[config.mk]
export PLATFORM = sky130hd
export DESIGN_NAME = travers_board_m
export DESIGN_NICKNAME = d
export VERILOG_FILES = /design/src/rtl/board_pkg.sv /design/src/rtl/wrap_counter.sv /design/src/rtl/travers_board_m.sv
export SDC_FILE = /design/constraint.sdc
export NUM_CORES = 1
export LEC_CHECK = 0
export BUFFER_PORTS_ARGS = -buffer_cell sky130_fd_sc_hd__buf_2
export CORE_MARGIN = 2
export CORE_UTILIZATION = 40
export CTS_BUF_LIST = sky130_fd_sc_hd__clkbuf_16
export DETAILED_ROUTE_END_ITERATION = 10
export GPL_TIMING_DRIVEN = 0
export PLACE_DENSITY = 0.61
export SLEW_MARGIN = 20
export SYNTH_ARGS = -nofsm -noshare
export SYNTH_HDL_FRONTEND = slang
export SYNTH_SLANG_ARGS = --single-unit
[constraint.sdc]
create_clock -name clk -period 2.11 [get_ports clk]
set_clock_uncertainty 0.15 [all_clocks]
set_input_delay 0.211 -clock clk [delete_from_list [all_inputs] [get_ports clk]]
set_output_delay 0.211 -clock clk [all_outputs]
set_load 0.02 [all_outputs]
[src/rtl/board_pkg.sv]
// Shared constants and traverser state encoding for the Game-of-Life board.
package board_pkg;

    localparam int BOARD_COLS = 80;
    localparam int BOARD_ROWS = 60;
    localparam int ADDR_W     = 8;

    typedef enum logic [1:0] {
        IDLE = 2'd0,
        SCAN = 2'd1,
        DONE = 2'd2,
        HOLD = 2'd3
    } trav_state_t;

endpackage

[src/rtl/wrap_counter.sv]
// Modulo-MAX up counter: counts 0..MAX-1, wraps to 0 on increment at MAX-1.
module wrap_counter #(
    parameter int MAX = 4,
    parameter int W   = 8
) (
    input  logic         clk,
    input  logic         rst,
    input  logic         inc,
    input  logic         clr,
    output logic [W-1:0] value,
    output logic         at_max
);

    assign at_max = (value == W'(MAX - 1));

    // Clear wins over increment so the idle states pin the address at zero.
    always_ff @(posedge clk or posedge rst) begin
        if (rst)
            value <= '0;
        else if (clr)
            value <= '0;
        else if (inc)
            value <= at_max ? '0 : value + W'(1);
    end

endmodule

[src/rtl/travers_board_m.sv]
// Raster-scan (row-major, column fastest) cell address generator with a one-sweep-per-enable FSM.
module travers_board_m
    import board_pkg::*;
#(
    parameter int COLS = BOARD_COLS,
    parameter int ROWS = BOARD_ROWS,
    parameter int AW   = ADDR_W
) (
    input  logic          clk,
    input  logic          rst,
    input  logic          enable,
    output logic [AW-1:0] addrC,
    output logic [AW-1:0] addrR,
    output logic          finish
);

    trav_state_t state, nxt;
    logic col_max, row_max, scan_step, last_cell, clr;

    assign scan_step = (state == SCAN) && enable;
    assign last_cell = col_max && row_max;
    assign clr       = (state != SCAN);

    // Both counters wrap to zero on the last cell, so no explicit clear is needed there.
    wrap_counter #(.MAX(COLS), .W(AW)) u_col (
        .clk    (clk),
        .rst    (rst),
        .inc    (scan_step),
        .clr    (clr),
        .value  (addrC),
        .at_max (col_max)
    );

    wrap_counter #(.MAX(ROWS), .W(AW)) u_row (
        .clk    (clk),
        .rst    (rst),
        .inc    (scan_step && col_max),
        .clr    (clr),
        .value  (addrR),
        .at_max (row_max)
    );

    always_ff @(posedge clk or posedge rst) begin
        if (rst) begin
            state  <= IDLE;
            finish <= 1'b0;
        end else begin
            state  <= nxt;
            finish <= scan_step && last_cell;
        end
    end

    always_comb begin
        nxt = state;
        case (state)
            IDLE: if (enable) nxt = SCAN;
            SCAN: if (enable && last_cell) nxt = DONE;
            DONE: nxt = enable ? HOLD : IDLE;
            HOLD: if (!enable) nxt = IDLE;
            default: nxt = IDLE;
        endcase
    end

endmodule

==> impl_metrics.json, run 1 <==
{
  "yosysMostFrequentCell": "sky130_fd_sc_hd__dfrtp_1",
  "cts_buffer_count": 3,
  "achievable-frequency_mhz": 497,
  "launching_element_type_of_the_critical_path": "flip-flop",
  "finalSetupViolCount": 0,
  "drt_pre_antenna_iters": 4,
  "post_synthesis_sequential_area_ratio_pct": 47.2,
  "row_count": 18,
  "hold_path_startpoint": "enable",
  "crit_type": "flip-flop to flip-flop",
  "yosysTopAreaCell": "sky130_fd_sc_hd__dfrtp_1",
  "synth_area_per_cell_sq_um": 8.91,
  "setup_slack_ps": 98.0,
  "clock-sinks": 19,
  "synth_async_sr_flop_share_pct": 100,
  "synth_top_flop_cell": "sky130_fd_sc_hd__dfrtp_1",
  "grt_overflow_total": 0,
  "synth_cell_type_count": 36,
  "place_congestion": 0.750,
  "port_buffers": 18,
  "netlist.area_leader.share_pct": 47.2,
  "insertion_delay_of_the_later_clocked_pin_in_the_worst_skew_pair_ps": 260,
  "cellLeakagePower_nw": 0.595,
  "nets": 147,
  "syn_to_final_growth_pct": 26.2,
  "critical_path.reg2reg.startpoint": "u_col.value[4]",
  "critical_path.max_fanout": 6,
  "timing.critical_path.arrival_ps": 2010,
  "finalHoldViolations": 0,
  "route.detailed.drc": 0,
  "synth.net_count": 118,
  "post_synth_inst_count": 113,
  "min_to": "state[1]",
  "num_vias": 963,
  "netlist_area_sq_um": 1010,
  "period_needed_ps": 2010,
  "cts.root.buffer_cell": "sky130_fd_sc_hd__clkbuf_16",
  "clk_path_buf_depth": 2,
  "min_path_type": "input pin to flip-flop",
  "detail_route.wl_per_cell_um": 13.6,
  "viasPerCell": 5.63,
  "cts_htree_levels": 1,
  "power.density_nw_per_um2": 919,
  "dieArea_sq_um": 2940,
  "r2r_slack_ps": 100,
  "yosys-top-cells-area": "sky130_fd_sc_hd__dfrtp_1 47%, sky130_fd_sc_hd__nand2_1 5.2%, sky130_fd_sc_hd__nor2_1 4.1%, sky130_fd_sc_hd__nand4_1 3.7%, sky130_fd_sc_hd__a21oi_1 3.5%",
  "wire_length_of_the_first_global_routing_pass_mm": 3.68,
  "crit-reg2reg-capture": "u_col.value[3]",
  "antenna_cells": 0,
  "layoutNonFillerInstCount": 171,
  "coreArea_sq_um": 2430,
  "ys_seq_elements": 19,
  "timing.hold.ws_ps": 159,
  "clock_tree_from_tritoncts": "yes",
  "cap_violations": 0,
  "setup_repair_after_global_routing_missed_its_margin": "no",
  "grt_start_max_net_pins": 20,
  "whs_path_depth": 3,
  "top_level_ports": 20,
  "layout-drive-gt1-share_pct": 25.5,
  "dp_slack_ps": -122,
  "synth_edf_count": 0,
  "final_max_slew_viol_count": 0,
  "ys_top_cells_by_count": "19 x sky130_fd_sc_hd__dfrtp_1, 14 x sky130_fd_sc_hd__nand2_1, 11 x sky130_fd_sc_hd__nor2_1",
  "required_ps": 2100,
  "antenna_found_initial": 0,
  "design_power_total_mw": 1.17,
  "die_x_um": 54.2,
  "antenna_left": 0,
  "hpwlAfterDp_mm": 1.61,
  "final_core_util_pct": 52.3,
  "multi_input_comb_area_sq_um": 492,
  "drt_iter0_markers": 24,
  "grt_usage_pct": 17.9,
  "register_area_sq_um": 479,
  "layout.filler_cells": 238,
  "endpoint_kind": "flip-flop",
  "status": "completed",
  "die_ht_um": 54.2,
  "placedCellCount": 161,
  "finalWirelength_mm": 2.32,
  "max_slew_margin_pct": 50.4,
  "vdd_ir_drop_max_mv": 0.522,
  "period_share_pct": 95.4,
  "grt_pass1_vias": 816,
  "reg2reg_depth": 6,
  "synth_warnings": 0,
  "cts.clk_slew.worst_paths_ps": 60,
  "start_util_pct": 41.4,
  "worst_slew_pin_slew_ps": 743
}
## registers in the layout (all words and copies together) (netlist names)
name,cells
u_col.value,8
state,2
finish,1
u_row.value,8
## critical path: stages, from the launching register on
cell and delay [ps]:
sky130_fd_sc_hd__dfrtp_2 410, sky130_fd_sc_hd__or4b_4 540, sky130_fd_sc_hd__buf_4 170, sky130_fd_sc_hd__o211ai_1 170
sky130_fd_sc_hd__buf_4 170, sky130_fd_sc_hd__nor2_1 50, sky130_fd_sc_hd__a211o_1 250
## routing by layer
| layer | part of all wire [%] | global-route usage (%) |
|---|---|---|
| met5 | 0 | 0 |
| met3 | 7.1 | 4.72 |
| met4 | 1.6 | 7.50 |
| met2 | 47 | 29.9 |
| met1 | 44 | 21.7 |
## power by group
group | internal (mW) | total, mW | switching (mW) | leakage [nW]
logic | 0.109 | 0.275 | 0.166 | 0.310
clock network | 0.254 | 0.397 | 0.143 | 0.0409
registers | 0.416 | 0.495 | 0.0788 | 0.244
total | 0.780 | 1.17 | 0.388 | 0.595
## per-stage QoR
stage	TNS, ps	instance area (sq um)
2_1_floorplan	-62.8	1010
3_3_place_gp	-204	1140
3_5_place_dp	-275	1140
4_1_cts	0	1270
5_1_grt	0	1270
6_report	0	1270
## how the worst max path moves through the flow
stage / depth (start not counted) / start / endpoint
floorplan: 6 / u_col.value[5] / state[0]
global placement: 5 / u_col.value[5] / u_col.value[3]
detailed placement: 5 / u_col.value[5] / u_col.value[3]
CTS: 7 / u_col.value[4] / u_col.value[3]
global route: 5 / u_row.value[0] / state[0]
finish: 6 / u_col.value[4] / u_col.value[3]
## layout make-up
| class | count | area share, % |
|---|---|---|
| Buffer | 3 | 0.886 |
| Clock buffer | 3 | 5.91 |
| Clock inverter | 1 | 0.394 |
| Inverter | 5 | 1.48 |
| Multi-Input combinational cell | 84 | 38.7 |
| Sequential cell | 19 | 37.7 |
| Tap cell | 30 | 2.95 |
| Timing Repair Buffer | 26 | 12.0 |
## cell usage in the layout, fill, tap and decap left out, drive strengths merged, types with 2 or more instances in the layout
master	count
nor2	11
buf	26
nor3	6
o21ai	6
nand3	7
inv	5
dfrtp	19
clkbuf	5
or3	2
xnor2	3
nand4	6
or2	2
nor4	2
a21oi	7
ha	2
nand2	14
## cells by family (layout without fill, tap and decap cells)
| logic type | after synthesis | after routing | synth area share [%] |
|---|---|---|---|
| xor+xnor | 4 | 4 | 3.48 |
| mux | 1 | 1 | 0.994 |
| fa+ha+maj | 2 | 2 | 2.48 |
| flops | 19 | 19 | 47.2 |
| simple gates | 57 | 57 | 29.2 |
| compound gates | 20 | 20 | 12.1 |
| buf+inv | 10 | 38 | 4.60 |
## what timing repair did
action | 4_1_cts | 5_1_grt
pin swaps | 2 | 2
gates resized for setup | 3 | 2
buffers inserted | 6 | 1
endpoints found under the setup margin | 4 | 6
hold buffers | 1 | 0
endpoints found under the hold margin | 19 | 0
(Power assumes the default switching activity.)
==> inputs of run 2 (changes only) <==
CORE_MARGIN = 4   (was 2)
clock period = 1.7 ns   (was 2.11 ns; I/O delays follow)
==> impl_metrics.json, run 2 (same netlist as run 1, synthesis figures left out) <==
{
  "antenna_left": 0,
  "finalSetupViolCount": 16,
  "hpwlAfterDp_mm": 1.60,
  "syn_to_final_growth_pct": 42.6,
  "min_path_type": "input pin to flip-flop",
  "power.sequential.fraction_pct": 41.9,
  "dp_slack_ps": -504,
  "cp_cell_sequence": "or4b_4 > buf_6 > buf_4 > buf_4 > nor4_4 > xnor2_1 > nor2_1",
  "final_core_util_pct": 62.5,
  "die_x_um": 58.2,
  "clock_power_share_pct": 32.3,
  "cellLeakagePower_nw": 0.683,
  "place_congestion": 0.778,
  "status": "finished, violations left",
  "grt_start_max_net_pins": 20,
  "start_util_pct": 43.8,
  "clock_tree_from_tritoncts": "yes",
  "port_buffers": 18,
  "achievable-frequency_mhz": 498,
  "cts.clk_slew.worst_paths_ps": 50,
  "route.detailed.drc": 0,
  "viasPerCell": 5.65,
  "grt_pass1_vias": 971,
  "timing.setup.tns_ps": -2880,
  "critical_path_buf_inv_count": 3,
  "launching_element_type_of_the_critical_path": "flip-flop",
  "die_ht_um": 58.2,
  "total_switching_power_mw": 0.487,
  "cellInternalPower_mw": 0.987,
  "timing.critical_path.arrival_ps": 1970,
  "finalWirelength_mm": 2.66,
  "setup_slack_ps": -306,
  "grt_overflow_total": 0,
  "cap_violations": 0,
  "row_count": 17,
  "nets": 157,
  "design_power_total_mw": 1.47,
  "cts_buffer_count": 3,
  "drt_pre_antenna_iters": 4,
  "endpoint_kind": "flip-flop",
  "placedCellCount": 159,
  "family_with_the_most_delay_on_the_worst_path": "simple AND/OR/NAND/NOR gates",
  "worst_slew_pin_slew_ps": 725,
  "clock-sinks": 19,
  "detail_route.wl_per_cell_um": 14.9,
  "period_share_pct": 118,
  "timing.critical_path.slowest_cell_delay_ps": 550,
  "crit_type": "flip-flop to flip-flop",
  "insertion_delay_of_the_later_clocked_pin_in_the_worst_skew_pair_ps": 250,
  "power.share.combinational_pct": 25.8,
  "clk_path_buf_depth": 2,
  "setup_repair_after_global_routing_missed_its_margin": "yes",
  "placement.cell_area_sq_um": 1130,
  "wire_length_of_the_first_global_routing_pass_mm": 4.42,
  "timing.hold.ws_ps": 132,
  "violations": "setup timing",
  "final_common_cell": "sky130_fd_sc_hd__buf_2",
  "vdd_ir_drop_max_mv": 0.695,
  "top_level_ports": 20,
  "drt_iter0_markers": 35,
  "cts.root.buffer_cell": "sky130_fd_sc_hd__clkbuf_16",
  "required_ps": 1660,
  "power.share.switching_pct": 33.1,
  "antenna_cells": 0,
  "num_vias": 1012,
  "finalHoldViolations": 0,
  "final_max_slew_viol_count": 0,
  "max_slew_margin_pct": 51.6,
  "critical_path.max_fanout": 4,
  "period_needed_ps": 2010,
  "largest_registers": "u_col.value (8), u_row.value (8), state (2)",
  "cp_slowest_cell": "sky130_fd_sc_hd__or4b_4",
  "most_used_cells_in_the_layout_excluding_fill_and_tap_cells": "18 x sky130_fd_sc_hd__buf_2, 16 x sky130_fd_sc_hd__dfrtp_1, 14 x sky130_fd_sc_hd__buf_4",
  "layout-drive-gt1-share_pct": 39.7,
  "cts_htree_levels": 1,
  "coreArea_sq_um": 2300,
  "power.density_nw_per_um2": 1030,
  "layout.cell_area.non_filler_sq_um": 1440,
  "critPathMostFrequentCell": "sky130_fd_sc_hd__buf_4",
  "layoutNonFillerInstCount": 179,
  "antenna_found_initial": 0,
  "grt_usage_pct": 16.7,
  "dieArea_sq_um": 3380
}
==> run 2: changes by cell type in the layout (fill, tap and decap cells not counted), sizes merged <==
cell / change
buf: +10
inv: +1
clkinv: -1
==> run 2: area by class of cell <==
type	count	area (sq um)
Buffer	3	11.3
Clock buffer	3	75.1
Clock inverter	1	3.75
Fill cell	190	861
Inverter	5	18.8
Multi-Input combinational cell	84	574
Sequential cell	19	479
Tap cell	28	35.0
Timing Repair Buffer	36	239
==> run 2: power groups by stage <==
stage	sequential [mW]	clock, mW	combinational [mW]
floorplan	0.686	0	0.130
global placement	0.632	0	0.292
finish	0.618	0.475	0.381
global route	0.630	0.498	0.413
CTS	0.612	0.480	0.370
detailed placement	0.635	0	0.298
==> run 2: final timing paths <==
check | slack [ps] | cells past startpoint | start | to
hold / removal | 130 | 3 | enable | state[1]
hold reg to reg | 350 | 2 | state[1] | state[1]
min in group asynchronous | 430 | 3 | rst | u_row.value[5]
setup / recovery | -310 | 7 | u_col.value[5] | u_row.value[7]
max in group asynchronous | 460 | 3 | rst | u_col.value[6]
setup reg to reg | -310 | 7 | u_col.value[5] | u_row.value[7]
==> run 2: metal layers <==
| metal | global-route usage (%) | wire length [um] | vias to the layer above |
|---|---|---|---|
| li1 | - | - | 480 |
| met1 | 19.8 | 1160 | 500 |
| met2 | 28.4 | 1330 | 25 |
| met3 | 3.12 | 107 | 7 |
| met4 | 8.94 | 60 | 0 |
| met5 | 0 | 0 | - |
==> run 2: tightest hold or removal path, cell delays in order <==
cell and delay [ps]:
sky130_fd_sc_hd__clkbuf_1 160, sky130_fd_sc_hd__nand2_1 120, sky130_fd_sc_hd__nand2_2 50
==> run 2: timing repair <==
action                     in CTS  in global routing
pin swaps                      13                 14
hold endpoints to repair       19                  0
setup endpoints to repair      16                 17
buffers inserted               14                  4
hold buffers                    1                  0
gates resized for setup        14                 14
==> inputs of run 3 (changes only) <==
PLACE_DENSITY = default   (was 0.61)
PLACE_DENSITY_LB_ADDON = 0.25   (was default)
clock period = 2.4 ns   (was 1.7 ns; I/O delays follow)
==> impl_metrics.json, run 3 (same netlist as run 1, synthesis figures left out) <==
{
  "hpwlAfterDp_mm": 1.59,
  "grt_start_max_net_pins": 20,
  "row_count": 17,
  "finalHoldViolations": 0,
  "cts.root.buffer_cell": "sky130_fd_sc_hd__clkbuf_16",
  "clk_path_buf_depth": 2,
  "status": "completed",
  "cp_slowest_cell": "sky130_fd_sc_hd__or4b_1",
  "grt_usage_pct": 15.4,
  "num_vias": 920,
  "r2r_slack_ps": 80,
  "reg2reg_depth": 5,
  "worst_setup_path_startpoint": "u_col.value[4]",
  "die_ht_um": 58.2,
  "period_share_pct": 96.6,
  "cts_buffer_count": 3,
  "timing.setup.tns_ps": 0,
  "dieArea_sq_um": 3380,
  "largest_registers": "u_col.value (8), u_row.value (8), state (2)",
  "achievable-frequency_mhz": 432,
  "start_util_pct": 43.8,
  "final_max_slew_viol_count": 0,
  "place_congestion": 0.877,
  "drt_pre_antenna_iters": 4,
  "nets": 142,
  "drt_iter0_markers": 47,
  "timing.critical_path.arrival_ps": 2310,
  "final_core_util_pct": 53.2,
  "critical_path_buf_inv_count": 1,
  "finalWirelength_mm": 2.30,
  "cts_htree_levels": 1,
  "layout-drive-gt1-share_pct": 18.4,
  "most_used_cells_in_the_layout_excluding_fill_and_tap_cells": "19 x sky130_fd_sc_hd__buf_2, 19 x sky130_fd_sc_hd__dfrtp_1, 14 x sky130_fd_sc_hd__nand2_1",
  "crit_type": "flip-flop to flip-flop",
  "setup_repair_after_global_routing_missed_its_margin": "no",
  "syn_to_final_growth_pct": 21.2,
  "insertion_delay_of_the_later_clocked_pin_in_the_worst_skew_pair_ps": 250,
  "cts.clk_slew.worst_paths_ps": 50,
  "crit-reg2reg-capture": "u_col.value[3]",
  "cellLeakagePower_nw": 0.572,
  "capture_point_of_the_critical_path": "u_col.value[3]",
  "top_level_ports": 20,
  "antenna_left": 0,
  "clock_tree_from_tritoncts": "yes",
  "cp_cell_sequence": "or4b_1 > buf_2 > o211ai_1 > nor2_1 > a211o_1",
  "worst_slew_pin_slew_ps": 729,
  "endpoint_kind": "flip-flop",
  "family_with_the_most_delay_on_the_worst_path": "compound AO/OA/AOI/OAI gates",
  "timing.critical_path.slowest_cell_delay_ps": 530,
  "required_ps": 2390,
  "power.density_nw_per_um2": 813,
  "detail_route.wl_per_cell_um": 14.0,
  "launching_element_type_of_the_critical_path": "flip-flop",
  "min_path_type": "input pin to flip-flop",
  "wire_length_of_the_first_global_routing_pass_mm": 4.05,
  "antenna_found_initial": 0,
  "grt_pass1_vias": 913,
  "port_buffers": 18,
  "path_depth": 5,
  "antenna_cells": 0,
  "die_x_um": 58.2,
  "route.detailed.drc": 0,
  "dp_slack_ps": 193,
  "finalSetupViolCount": 0,
  "period_needed_ps": 2320,
  "viasPerCell": 5.61,
  "critical_path.max_fanout": 7,
  "critical_path.reg2reg.startpoint": "u_col.value[4]",
  "max_slew_margin_pct": 51.4,
  "grt_overflow_total": 0,
  "cap_violations": 0,
  "cts_resized": 0,
  "design_power_total_mw": 0.993,
  "vdd_ir_drop_max_mv": 0.504,
  "setup_slack_ps": 82.8,
  "coreArea_sq_um": 2300,
  "clock-sinks": 19
}
==> run 3: cell count changes in the layout (fill, tap and decap cells not counted), sizes merged <==
cell / before / now
buf: 36 / 21
==> run 3: layer usage <==
| layer | track usage (%) | vias up | wire (um) | share of wire (%) |
|---|---|---|---|---|
| li1 | - | 450 | - | - |
| met1 | 19.8 | 445 | 1050 | 46 |
| met2 | 25.2 | 20 | 1090 | 48 |
| met3 | 2.90 | 5 | 110 | 4.8 |
| met4 | 6.95 | 0 | 42 | 1.8 |
| met5 | 0 | - | 0 | 0 |
==> run 3: worst min path at each step <==
stage / startpoint / end / slack, ps / cells past startpoint
after CTS: enable / state[1] / 190 / 3
after global placement: rst / u_col.value[7] / 240 / 2
after global routing: enable / state[1] / 230 / 3
final: enable / state[1] / 190 / 3
after floorplan: rst / finish / 40 / 1
after detailed placement: rst / u_row.value[1] / 240 / 2
==> run 3: report_power, final <==
| group | total, mW | switching [mW] | internal (mW) | leakage, nW |
|---|---|---|---|---|
| clock network | 0.340 | 0.118 | 0.222 | 0.0423 |
| logic | 0.214 | 0.138 | 0.0765 | 0.282 |
| registers | 0.439 | 0.0745 | 0.364 | 0.249 |
==> run 3: per-stage QoR <==
step	hold slack [ps]	std cells	area, sq um
after CTS	189	164	1220
final	189	164	1220
after floorplan	41.1	113	1010
after detailed placement	244	159	1130
after global routing	227	164	1220
after global placement	238	159	1130
==> run 3: layout make-up <==
cell class	instances	area [sq um]
repair buffers	19	100
clock buffers	3	75.1
plain buffers	5	27.5
flip-flops and latches	19	475
inverters	5	18.8
fillers	220	1080
multi-input cells	84	485
clock inverters	1	3.75
well taps	28	35.0
==> run 3: tightest hold or removal path: cells and delay by family <==
| family | cells | cell delay [ps] |
|---|---|---|
| simple gates | 2 | 140 |
| buf+inv | 1 | 160 |
==> run 3: repair_timing <==
item                                   4_1_cts  5_1_grt
endpoints found under the hold margin       19        0
setup buffers                                0        0
hold buffers                                 1        0
